<file path="src/rtl/rank_display.sv">
`default_nettype none
// ============================================================================
//  Module   : rank_display
//  Purpose  : Snapshots the packed 5-player rank bus and cycles the display
//             through ranked players in (rank, index) order, flagging the winner.
//  Revision : 1.0 - initial release
// ============================================================================
module rank_display #(
    parameter int HOLD_CYCLES = 8
) (
    input  logic        m_clock,
    input  logic        p_reset,
    input  logic [24:0] RANK_IN,
    input  logic        clear,
    output logic [4:0]  WIN_LED,
    output logic [2:0]  DISP_PLAYER,
    output logic [4:0]  DISP_RANK,
    output logic        VALID
);
    localparam int                  c_HOLD_W    = (HOLD_CYCLES > 1) ? $clog2(HOLD_CYCLES) : 1;
    localparam logic [c_HOLD_W-1:0] c_HOLD_LAST = c_HOLD_W'(HOLD_CYCLES - 1);
    localparam logic [2:0]          c_LAST_IDX  = 3'd4;

    typedef enum logic [1:0] {
        S_IDLE = 2'd0,
        S_SCAN = 2'd1,
        S_SHOW = 2'd2
    } state_t;

    state_t              r_state;
    state_t              w_state_nxt;
    logic [24:0]         r_snap;
    logic [2:0]          r_idx;
    logic [c_HOLD_W-1:0] r_hold;
    // Keys are {rank, index}: a plain unsigned compare gives lexicographic order.
    logic [7:0]          r_cur_key, r_next_key, r_min_key;
    logic                r_cur_ok, r_next_ok, r_min_ok;
    logic [4:0]          r_win_led;
    logic [2:0]          r_disp_player;
    logic [4:0]          r_disp_rank;
    logic                r_valid;

    logic [4:0]          w_field;
    logic [7:0]          w_key;
    logic                w_hit, w_min_upd, w_next_upd;
    logic                w_min_ok, w_next_ok;
    logic [7:0]          w_min_key, w_next_key, w_pick;
    logic                w_rank_any;

    always_comb begin
        w_field = 5'd0;
        case (r_idx)
            3'd0:    w_field = r_snap[4:0];
            3'd1:    w_field = r_snap[9:5];
            3'd2:    w_field = r_snap[14:10];
            3'd3:    w_field = r_snap[19:15];
            3'd4:    w_field = r_snap[24:20];
            default: w_field = 5'd0;
        endcase
    end

    assign w_rank_any = |RANK_IN;
    assign w_key      = {w_field, r_idx};
    assign w_hit      = |w_field;
    assign w_min_upd  = w_hit && (!r_min_ok || (w_key < r_min_key));
    assign w_next_upd = w_hit && (!r_cur_ok || (w_key > r_cur_key))
                              && (!r_next_ok || (w_key < r_next_key));
    assign w_min_ok   = r_min_ok | w_min_upd;
    assign w_min_key  = w_min_upd ? w_key : r_min_key;
    assign w_next_ok  = r_next_ok | w_next_upd;
    assign w_next_key = w_next_upd ? w_key : r_next_key;
    // No successor above the current entry means wrap back to the minimum.
    assign w_pick     = w_next_ok ? w_next_key : w_min_key;

    always_ff @(posedge m_clock or negedge p_reset) begin
        if (!p_reset) begin
            r_state <= S_IDLE;
        end else begin
            r_state <= w_state_nxt;
        end
    end

    always_comb begin
        w_state_nxt = r_state;
        if (clear) begin
            w_state_nxt = S_IDLE;
        end else begin
            case (r_state)
                S_IDLE:  if (w_rank_any) w_state_nxt = S_SCAN;
                S_SCAN:  if (r_idx == c_LAST_IDX) w_state_nxt = w_min_ok ? S_SHOW : S_IDLE;
                S_SHOW:  if (r_hold == c_HOLD_LAST) w_state_nxt = S_SCAN;
                default: w_state_nxt = S_IDLE;
            endcase
        end
    end

    always_ff @(posedge m_clock or negedge p_reset) begin
        if (!p_reset) begin
            r_snap        <= 25'd0;
            r_idx         <= 3'd0;
            r_hold        <= '0;
            r_cur_key     <= 8'd0;
            r_cur_ok      <= 1'b0;
            r_next_key    <= 8'd0;
            r_next_ok     <= 1'b0;
            r_min_key     <= 8'd0;
            r_min_ok      <= 1'b0;
            r_win_led     <= 5'd0;
            r_disp_player <= 3'd0;
            r_disp_rank   <= 5'd0;
            r_valid       <= 1'b0;
        end else if (clear) begin
            r_hold        <= '0;
            r_cur_ok      <= 1'b0;
            r_next_ok     <= 1'b0;
            r_min_ok      <= 1'b0;
            r_win_led     <= 5'd0;
            r_disp_player <= 3'd0;
            r_disp_rank   <= 5'd0;
            r_valid       <= 1'b0;
        end else begin
            case (r_state)
                S_IDLE: begin
                    if (w_rank_any) begin
                        r_snap    <= RANK_IN;
                        r_idx     <= 3'd0;
                        r_next_ok <= 1'b0;
                        r_min_ok  <= 1'b0;
                        r_cur_ok  <= 1'b0;
                    end
                end
                S_SCAN: begin
                    r_idx      <= r_idx + 3'd1;
                    r_next_ok  <= w_next_ok;
                    r_next_key <= w_next_key;
                    r_min_ok   <= w_min_ok;
                    r_min_key  <= w_min_key;
                    if (r_idx == c_LAST_IDX) begin
                        if (w_min_ok) begin
                            r_cur_key     <= w_pick;
                            r_cur_ok      <= 1'b1;
                            r_hold        <= '0;
                            r_disp_player <= w_pick[2:0] + 3'd1;
                            r_disp_rank   <= w_pick[7:3];
                            r_win_led     <= 5'(5'd1 << w_min_key[2:0]);
                            r_valid       <= 1'b1;
                        end else begin
                            r_cur_ok      <= 1'b0;
                            r_disp_player <= 3'd0;
                            r_disp_rank   <= 5'd0;
                            r_win_led     <= 5'd0;
                            r_valid       <= 1'b0;
                        end
                    end
                end
                S_SHOW: begin
                    // Fresh snapshot each period; the displayed entry (cur) carries over.
                    if (r_hold == c_HOLD_LAST) begin
                        r_snap    <= RANK_IN;
                        r_idx     <= 3'd0;
                        r_next_ok <= 1'b0;
                        r_min_ok  <= 1'b0;
                    end else begin
                        r_hold <= r_hold + 1'b1;
                    end
                end
                default: ;
            endcase
        end
    end

    assign WIN_LED     = r_win_led;
    assign DISP_PLAYER = r_disp_player;
    assign DISP_RANK   = r_disp_rank;
    assign VALID       = r_valid;

endmodule
`default_nettype wire

</file>
<file path="config.mk">
export PLATFORM = sky130hd
export DESIGN_NAME = rank_display
export DESIGN_NICKNAME = d
export VERILOG_FILES = /design/src/rtl/rank_display.sv
export SDC_FILE = /design/constraint.sdc
export NUM_CORES = 1
export LEC_CHECK = 0
export BUFFER_PORTS_ARGS = -buffer_cell sky130_fd_sc_hd__buf_2
export CORE_AREA = 2 2 63 109
export CTS_BUF_LIST = sky130_fd_sc_hd__clkbuf_8
export CTS_CLUSTER_SIZE = 25
export DETAILED_ROUTE_END_ITERATION = 12
export DIE_AREA = 0 0 65 111
export GPL_TIMING_DRIVEN = 0
export MAX_ROUTING_LAYER = met4
export PLACE_DENSITY = 0.86
export SYNTH_ARGS = -nofsm -noshare
export SYNTH_HDL_FRONTEND = slang
export SYNTH_SLANG_ARGS = --single-unit
export TNS_END_PERCENT = 5
</file>
<file path="constraint.sdc">
create_clock -name m_clock -period 10.26 [get_ports m_clock]
set_clock_uncertainty 0.05 [all_clocks]
set_input_delay 0.513 -clock m_clock [delete_from_list [all_inputs] [get_ports m_clock]]
set_output_delay 0.513 -clock m_clock [all_outputs]
set_load 0.03 [all_outputs]
</file>
; ---- Word-level counts from Yosys, hierarchy flattened
; Index checks and enable logic that the tools add are counted.
; W data, S select, Z words.
[word_totals]
n_memories = 0
ff_bits = 74
latch_bits = 0
mem_bits_rw = 0
word_cells = 112
output_inout_bits = 14
rom_bits = 0
[op_classes]
reduce_logical = 29
shifts = 1
magnitude_cmp = 3
n_eq_ne = 14
n_mux = 45
div = 0
add_sub_neg = 3
bitwise = 3
multipliers = 0
[op_table]
columns = op, count
row1 = $mux W25, 2
row2 = $pmux W25 S2, 1
row3 = $mux W5, 8
row4 = $mux W3, 10
row5 = $pmux W5 S5, 1
row6 = $reduce_or A25 Y1, 1
row7 = $mux W8, 3
row8 = $lt A8 B8 Y1, 2
row9 = $reduce_and A4 Y1, 4
row10 = $ne A3 B3 Y1 const B, 5
row11 = $mux W2, 5
row12 = $add A3 B1 Y3 const B, 3
row13 = $mux W1, 9
row14 = $pmux W3 S3, 1
row15 = $reduce_and A3 Y1, 3
row16 = $reduce_bool A3 Y1, 3
row17 = $gt A8 B8 Y1, 1
row18 = $eq A3 B2 Y1 const B, 2
row19 = $eq A3 B3 Y1 const B, 2
row20 = $pmux W1 S3, 2
row21 = $pmux W2 S3, 1
row22 = $pmux W3 S2, 1
row23 = $reduce_bool A2 Y1, 3
row24 = $reduce_or A5 Y1, 1
row25 = other kinds (15), 24

; ---- Longest topological paths before layout
; Gate-level depths: netlist of run 1.
[logic_depth]
word_depth = 13
ltp_mapped = 16
mapped_depth_nobuf = 15

; ---- Worst setup path before layout of run 1
; OpenSTA, ideal clock, no wires.
[synth_timing]
path_kind = reg-to-reg
startpoint = register r_idx[0]
endpoint = register r_disp_player[1], in the netlist DISP_PLAYER[1]
synth_period_minus_slack_ps = 3651
required_ps = 10089
setup_time_ps = 121
path_buffers = 1
path_stages_with_launch = 15
arrival_ps = 3480
setup_slack_ps = 6609
cell_sequence = dfrtp_1 inv_1 ha_1 buf_2 and2_0 a22oi_1 o21ai_1 ha_1 nand4_1 nor4_1 or3_4 a221oi_4 a222oi_1 ha_1 a22o_1
[synth_via]
elab_chain_len = 13
elab_cells_between_ends = 28
classes_between = add/sub (1) / order compare (3) / eq/ne (4) / mux (8) / bitwise (2) / reduce/logical (10)
[synth_lines]
columns = item, line_no
row1 = from (decl), 33  ; logic [2:0] r_idx;
row2 = from (signal assigned), 133  ; r_idx <= r_idx + 3'd1;
row3 = "$eq A3 B3 Y1, or another cell as far along", 52  ; case (r_idx)
row4 = $pmux W5 S5, 52
row5 = $gt A8 B8 Y1, 66  ; assign w_next_upd = w_hit && (!r_cur_ok || (w_key > r_cur_key))
row6 = $logic_or A1 B1 Y1, 66
row7 = $logic_and A1 B1 Y1, 66
row8 = $logic_and A1 B1 Y1, 67  ; && (!r_next_ok || (w_key < r_next_key));
row9 = $mux W8 or $or A1 B1 Y1 (tied branches), "71, 70"
row10 = $mux W8 *, 73  ; assign w_pick = w_next_ok ? w_next_key : w_min_key;
row11 = net w_pick[0], 47  ; logic [7:0] w_min_key, w_next_key, w_pick;
row12 = $add A3 B1 Y3 *, 143  ; r_disp_player <= w_pick[2:0] + 3'd1;
row13 = $mux W3 *, 139  ; if (w_min_ok) begin
row14 = $mux W3 *, 138  ; if (r_idx == c_LAST_IDX) begin
row15 = $mux W3 *, 122  ; case (r_state)
row16 = $mux W3 *, 112  ; end else if (clear) begin
row17 = to (signal assigned), 143
row18 = to (decl), 39  ; logic [2:0] r_disp_player;
; The timed path passes the listed nets; every way through them passes the cells marked *. The select of a mux whose other input is x is not followed.
; A chain may end at the register's enable or synchronous reset.

; ---- Final worst setup path of run 1
[layout_timing]
startpoint = register r_idx[0]
endpoint = register r_cur_key[4]
[layout_via]
elab_chain_len = 8
elab_cells_between_ends = 22
classes_between = order compare (3) / eq/ne (4) / mux (4) / bitwise (2) / reduce/logical (9)
[layout_lines]
columns = item, line_no
row1 = "$eq A3 B3 Y1, or another cell as far along", "52, 138"
row2 = $pmux W5 S5, 52
row3 = $gt A8 B8 Y1, 66
row4 = $logic_or A1 B1 Y1, 66
row5 = $logic_and A1 B1 Y1, 66
row6 = $logic_and A1 B1 Y1, 67
row7 = $mux W8 or $or A1 B1 Y1 (tied branches), "71, 70"
row8 = $mux W8, 73
row9 = to (signal assigned), 140  ; r_cur_key <= w_pick;
row10 = to (decl), 36  ; logic [7:0] r_cur_key, r_next_key, r_min_key;
; Several ways; a longest one is shown, not always the timed one.

==> results.json, run 1 <==
{
  "core_um2": 6392,
  "worstPathMaxFanout": 10,
  "cts_buffer_depth": 2,
  "synthAdderAreaFrac_pct": 9.236,
  "wl_met1_um": 3646,
  "worstSetupPathType": "reg -> reg",
  "power_mw": 1.123,
  "clk_latency_ns": 0.36,
  "utilization_pct": 72.13,
  "grt_pass1_wl_um": 17530,
  "maxCapViolations": 0,
  "yosys_most_used_dff": "dfrtp_1",
  "met3_length_um": 569,
  "synth_edf_count": 0,
  "crit_path_top_delay_cell": "dfrtp_1",
  "final_cell_area_um2": 4611,
  "n_antenna_cell": 0,
  "synthSimpleGateAreaFrac_pct": 13.33,
  "seq_power_share_pct": 37.1,
  "mostFrequentLayoutCells": "74 x dfrtp_1, 43 x buf_2, 42 x nand2_1",
  "switchingPower_mw": 0.4546,
  "nNetsFinal": 513,
  "start_util_pct": 63.57,
  "route.detailed.drc": 0,
  "ios": 42,
  "async_reset_ff_share_pct": 100.0,
  "switching_share_pct": 40.47,
  "finalSetupViolations": 0,
  "rrSetupSlack_ns": 5.44,
  "hold_viol": 0,
  "max_freq_ghz": 0.2077,
  "highest_layer": "met4",
  "crit_path_end_kind": "flip-flop",
  "die_h_um": 111,
  "required_ns": 10.49,
  "tightest_slew_ns": 0.7955,
  "crit_top_cell": "ha_1",
  "muxShareOfSynthArea_pct": 8.744,
  "cp-start-kind": "flip-flop",
  "period_needed_ns": 4.816,
  "post_drt_wl_per_cell_um": 19.39,
  "io_buffers": 40,
  "reg2reg_from": "r_idx[0]",
  "hp-class": "in -> async",
  "finalNonFillerCells": 542,
  "place_hpwl_um": 7770,
  "path_clk_slew_ns": 0.08,
  "cts_hold_buf": 0,
  "avgSynthCellArea_um2": 10.08,
  "yosysWarnings": 0,
  "dp.cells": 526,
  "cts_root_buf": "clkbuf_8",
  "arrival_ns": 5.05,
  "drt_iter0_drc": 492,
  "synth_top_area_share_pct": 45.57,
  "synth-xor-area-share_pct": 0,
  "finalWirelength_um": 10510,
  "yosys.area.top_type": "dfrtp_1",
  "synth_compound_area_share_pct": 18.10,
  "drive_gt1_share_pct": 20.22,
  "ant_nets": 0,
  "post_cts_buffers": 0,
  "drv_slew": 0,
  "cts_htree_levels": 3,
  "intPower_mw": 0.6688,
  "cts_resized": 0,
  "fin_crit_sh_pct": 46.94,
  "r2r_cells": 15,
  "post_drt_via_cell_ratio": 6.474,
  "grt.total_usage_pct": 33.30,
  "clkPwrFrac_pct": 21.4,
  "gp_congestion": 0.9780,
  "pwr-share-comb_pct": 41.5,
  "synth-seq-area-share_pct": 45.57,
  "cp_cell_sequence": "inv_1 > ha_1 > buf_2 > a32o_1 > a31oi_1 > o21ai_1 > ha_1 > a211o_1 > o211ai_1 > o2111ai_1 > o2bb2ai_1 > a21oi_1 > clkbuf_1 > a222oi_1 > o21ai_0",
  "wl_met2_um": 5432,
  "fillers": 497,
  "cts_tree": "done",
  "die_w_um": 65,
  "cp_slowest_stage_delay_ns": 0.55,
  "clkSinkCount": 74,
  "synth_nets": 461,
  "power.density_nw_per_um2": 243.7,
  "synth_top_family_by_area": "compound AO/OA/AOI/OAI gates",
  "grt_pass1_vias": 3644,
  "fin_hold_ws_ns": 0.09106,
  "place_ws_ns": 5.690,
  "cts_buffers": 9,
  "antenna_found_initial": 0,
  "ir_worst_vdd_mv": 0.1501,
  "outcome": "complete, no violations",
  "grt_max_degree": 75,
  "dr.pass1.iters": 6,
  "synthesis.instances": 403,
  "final_common_cell": "dfrtp_1",
  "yosysUniqueCellTypes": 48,
  "overflow": 0,
  "power_leakage_nw": 2.150,
  "syn-cell-area_um2": 4064,
  "ys_ff_latch": 74,
  "vias": 3509,
  "fp-row-count": 39,
  "fin_tns_setup_ns": 0,
  "relSlewSlack_pct": 46.65,
  "worst_slack_ns": 5.444,
  "placed_cell_area_um2": 4397,
  "r2r_end": "r_cur_key[4]",
  "die_area_um2": 7215,
  "rsz0062_at_grt": "no",
  "synth.area.top_cells": "dfrtp_1 46%, ha_1 9.2%, mux2_2 7.8%, o21ai_0 4.4%, nand2_1 3.9%",
  "area_growth_pct": 13.45
}
## cell type report
| cell class | count | area, µm² | share of cell area [%] |
|---|---|---|---|
| Timing Repair Buffer | 41 | 230.2 | 4.993 |
| Sequential cell | 74 | 1852 | 40.16 |
| Buffer | 18 | 76.32 | 1.655 |
| Multi-Input combinational cell | 277 | 2008 | 43.56 |
| Clock inverter | 4 | 48.80 | 1.058 |
| Tap cell | 82 | 102.6 | 2.225 |
| Clock buffer | 12 | 165.2 | 3.582 |
| Inverter | 34 | 127.6 | 2.768 |
## logic make-up (layout without fill, tap and decap cells)
family          Yosys count  count (layout)
simple gates            112             112
compound gates          103             103
flops                    74              74
buf+inv                  52             109
mux                      32              32
fa+ha+maj                30              30
## critical path, delay by kind of cell, from the launching register on
family / cells / cell delay [ns]
buffers and inverters: 3 / 0.87
adders and majority gates: 2 / 0.56
DFF: 1 / 0.55
AOI/OAI and AO/OA: 10 / 2.71
## power by group through the flow
stage                     combinational [mW]  clock (mW)  sequential, mW
after floorplan                        0.331           0           0.398
after global placement                 0.430           0           0.415
after detailed placement               0.453           0           0.419
after CTS                              0.458       0.243           0.414
after global routing                   0.526       0.253           0.422
final                                  0.466       0.241           0.416
## sequential cells by signal, summed over array words and instances (netlist names)
register and flops:
r_min_key 8, r_state 2, DISP_RANK 5, r_next_ok 1
DISP_PLAYER 3, r_next_key 8, VALID 1, r_snap 25
WIN_LED 5, r_min_ok 1, r_idx 3, r_cur_ok 1
r_cur_key 8, r_hold 3
## Yosys cell counts (2+ instances only)
library cell	count
a22oi_1	3
dfrtp_1	74
o21ai_0	36
a21oi_1	8
or3_1	4
mux2_2	28
buf_2	4
a21o_1	2
nand3_1	22
ha_1	30
a32o_1	4
nand2b_1	3
nand4_1	4
a222oi_1	11
nor2_1	9
o21a_1	3
o2bb2ai_1	2
nor2b_1	3
and3_1	2
nor4_1	8
o21ai_1	5
inv_1	34
a32oi_1	7
clkbuf_1	12
mux2i_1	4
a31oi_1	4
nor3b_1	2
a22o_1	4
o211ai_1	2
nor3_1	10
nand2_1	42
## worst max path at each step
| stage | to | cells after the start | slack (ns) | from |
|---|---|---|---|---|
| finish | r_cur_key[4] | 15 | 5.44 | r_idx[0] |
| global route | DISP_PLAYER[2] | 16 | 5.19 | r_idx[0] |
| CTS | DISP_PLAYER[2] | 16 | 5.61 | r_idx[0] |
| detailed placement | r_next_key[5] | 14 | 5.69 | r_idx[2] |
| global placement | r_cur_key[3] | 15 | 5.80 | r_idx[0] |
| floorplan | DISP_PLAYER[1] | 14 | 6.61 | r_idx[0] |
## per-layer routing
metal,GRT usage [%],up-vias
met5,-,-
met3,4.467,59
met4,28.37,0
li1,-,1598
met2,53.95,166
met1,34.57,1686
Note: power is estimated with default switching activity, not from simulation.
==> run 2: changes to the inputs <==
CORE_AREA = 2 2 65 113   (was 2 2 63 109)
DIE_AREA = 0 0 67 115   (was 0 0 65 111)
PLACE_DENSITY = 0.81   (was 0.86)
clock period = 4.8 ns   (was 10.26 ns; I/O delays follow)
==> run 2 against run 1 <==
Net effect: utilization down 4.4 points; final area about the same; largest power group unchanged; highest routed layer unchanged; fmax up 1.8%; clock power up 88%; critical path type unchanged; die area up 6.8%.
==> results.json, run 2 (synthesized netlist as in run 1, its figures left out) <==
{
  "outcome": "complete, no violations",
  "post_cts_buffers": 0,
  "power_leakage_nw": 2.149,
  "area_growth_pct": 13.36,
  "fin_crit_sh_pct": 98.59,
  "fillers": 572,
  "clkSinkCount": 74,
  "overflow": 0,
  "post_drt_via_cell_ratio": 6.532,
  "n_antenna_cell": 0,
  "gp_congestion": 0.9163,
  "wl_met1_um": 3664,
  "relSlewSlack_pct": 48.05,
  "place_hpwl_um": 7991,
  "path_clk_slew_ns": 0.07,
  "max_freq_ghz": 0.2113,
  "tightest_slew_ns": 0.7741,
  "worstPathMaxFanout": 10,
  "finalNonFillerCells": 545,
  "drv_slew": 0,
  "core_um2": 6807,
  "cts_tree": "done",
  "ant_nets": 0,
  "ios": 42,
  "arrival_ns": 4.96,
  "rrSetupSlack_ns": 0.07,
  "cts_htree_levels": 3,
  "hp-class": "in -> reg",
  "start_util_pct": 59.71,
  "dr.pass1.iters": 8,
  "cts_buffer_depth": 2,
  "die_h_um": 115,
  "met3_length_um": 548,
  "highest_layer": "met4",
  "fp-row-count": 40,
  "grt_pass1_wl_um": 17060,
  "clk_latency_ns": 0.36,
  "worstSetupPathType": "reg -> reg",
  "vias": 3560,
  "grt.total_usage_pct": 31.23,
  "dp.cells": 528,
  "cp-start-kind": "flip-flop",
  "grt_pass1_vias": 3657,
  "die_area_um2": 7705,
  "mostFrequentLayoutCells": "74 x dfrtp_1, 43 x buf_2, 42 x nand2_1",
  "route.detailed.drc": 0,
  "finalSetupViolations": 0,
  "crit_path_end_kind": "flip-flop",
  "post_drt_wl_per_cell_um": 19.60,
  "io_buffers": 40,
  "drive_gt1_share_pct": 20.39,
  "ir_worst_vdd_mv": 0.3047,
  "nNetsFinal": 514,
  "drt_iter0_drc": 398,
  "worst_slack_ns": 0.06759,
  "place_ws_ns": 0.2452,
  "wl_met2_um": 5552,
  "grt_max_degree": 75,
  "power.density_nw_per_um2": 512.3,
  "final_common_cell": "dfrtp_1",
  "antenna_found_initial": 0,
  "rsz0062_at_grt": "yes",
  "utilization_pct": 67.68,
  "die_w_um": 67,
  "maxCapViolations": 0,
  "cts_root_buf": "clkbuf_8",
  "largest_register_ffs": 25,
  "cts_buffers": 9,
  "hold_viol": 0,
  "period_needed_ns": 4.732,
  "required_ns": 5.03,
  "top_register": "r_snap",
  "finalWirelength_um": 10680
}
==> run 2: cell count changes in the layout (fill, tap and decap cells not counted), sizes merged <==
cell / before / now
clkinv: 3 / 2
dlygate4sd3: 0 / 1
inv: 34 / 36
bufinv: 1 / 0
==> run 2: layout make-up <==
cell class	count	area (µm²)	area share [%]
well taps	84	105.1	2.281
clock buffers	12	165.2	3.585
repair buffers	42	240.2	5.215
plain buffers	18	76.32	1.657
inverters	34	127.6	2.770
flip-flops and latches	74	1852	40.20
clock inverters	4	17.52	0.3802
multi-input cells	277	2023	43.92
==> run 2: worst paths after layout <==
kind	to	depth (start not counted)	startpoint
max	r_cur_key[3]	15	r_idx[0]
max reg2reg	r_cur_key[3]	15	r_idx[0]
min reg2reg	VALID	2	VALID
max in group asynchronous	r_min_key[7]	3	p_reset
min	r_snap[0]	2	RANK_IN[0]
min in group asynchronous	r_next_key[6]	3	p_reset
==> run 2: through the flow <==
stage / cell area (µm²) / hold WS (ns) / TNS, ns / power [mW]
3_5_place_dp: 4399 / 0.2301 / 0 / 1.867
2_1_floorplan: 4064 / -0.1056 / 0 / 1.558
5_1_grt: 4607 / 0.06799 / -0.2742 / 2.508
3_3_place_gp: 4369 / 0.4077 / 0 / 1.808
4_1_cts: 4592 / 0.06203 / 0 / 2.327
6_report: 4607 / 0.07422 / 0 / 2.360
==> run 2: worst max-delay path, stage by stage, from the launching register on <==
cell	delay, ns
dfrtp_1	0.56
inv_1	0.24
ha_1	0.25
buf_2	0.18
a32o_1	0.29
a31oi_1	0.22
o21ai_1	0.33
ha_1	0.32
a211o_1	0.29
o211ai_1	0.14
o2111ai_1	0.24
o2bb2ai_1	0.18
a21oi_1	0.43
clkbuf_1	0.42
a222oi_1	0.26
o21ai_0	0.23
==> run 2: where the power goes <==
part           total, mW  switching [mW]  internal (mW)
Clock              0.453           0.228          0.225
Combinational       1.01           0.625          0.387
Sequential         0.895           0.132          0.764
Total               2.36           0.985           1.38
==> run 2: timing repair <==
action,CTS,global route
hold buffers,1,0
endpoints found under the setup margin,0,14
hold endpoints to repair,74,0
resized for setup,0,3
==> run 2: routing by layer <==
layer  track usage [%]  vias to the layer above
li1                  -                     1601
met1             29.73                     1695
met2             52.54                      192
met3             5.675                       72
met4             25.99                        0
met5                 -                        -
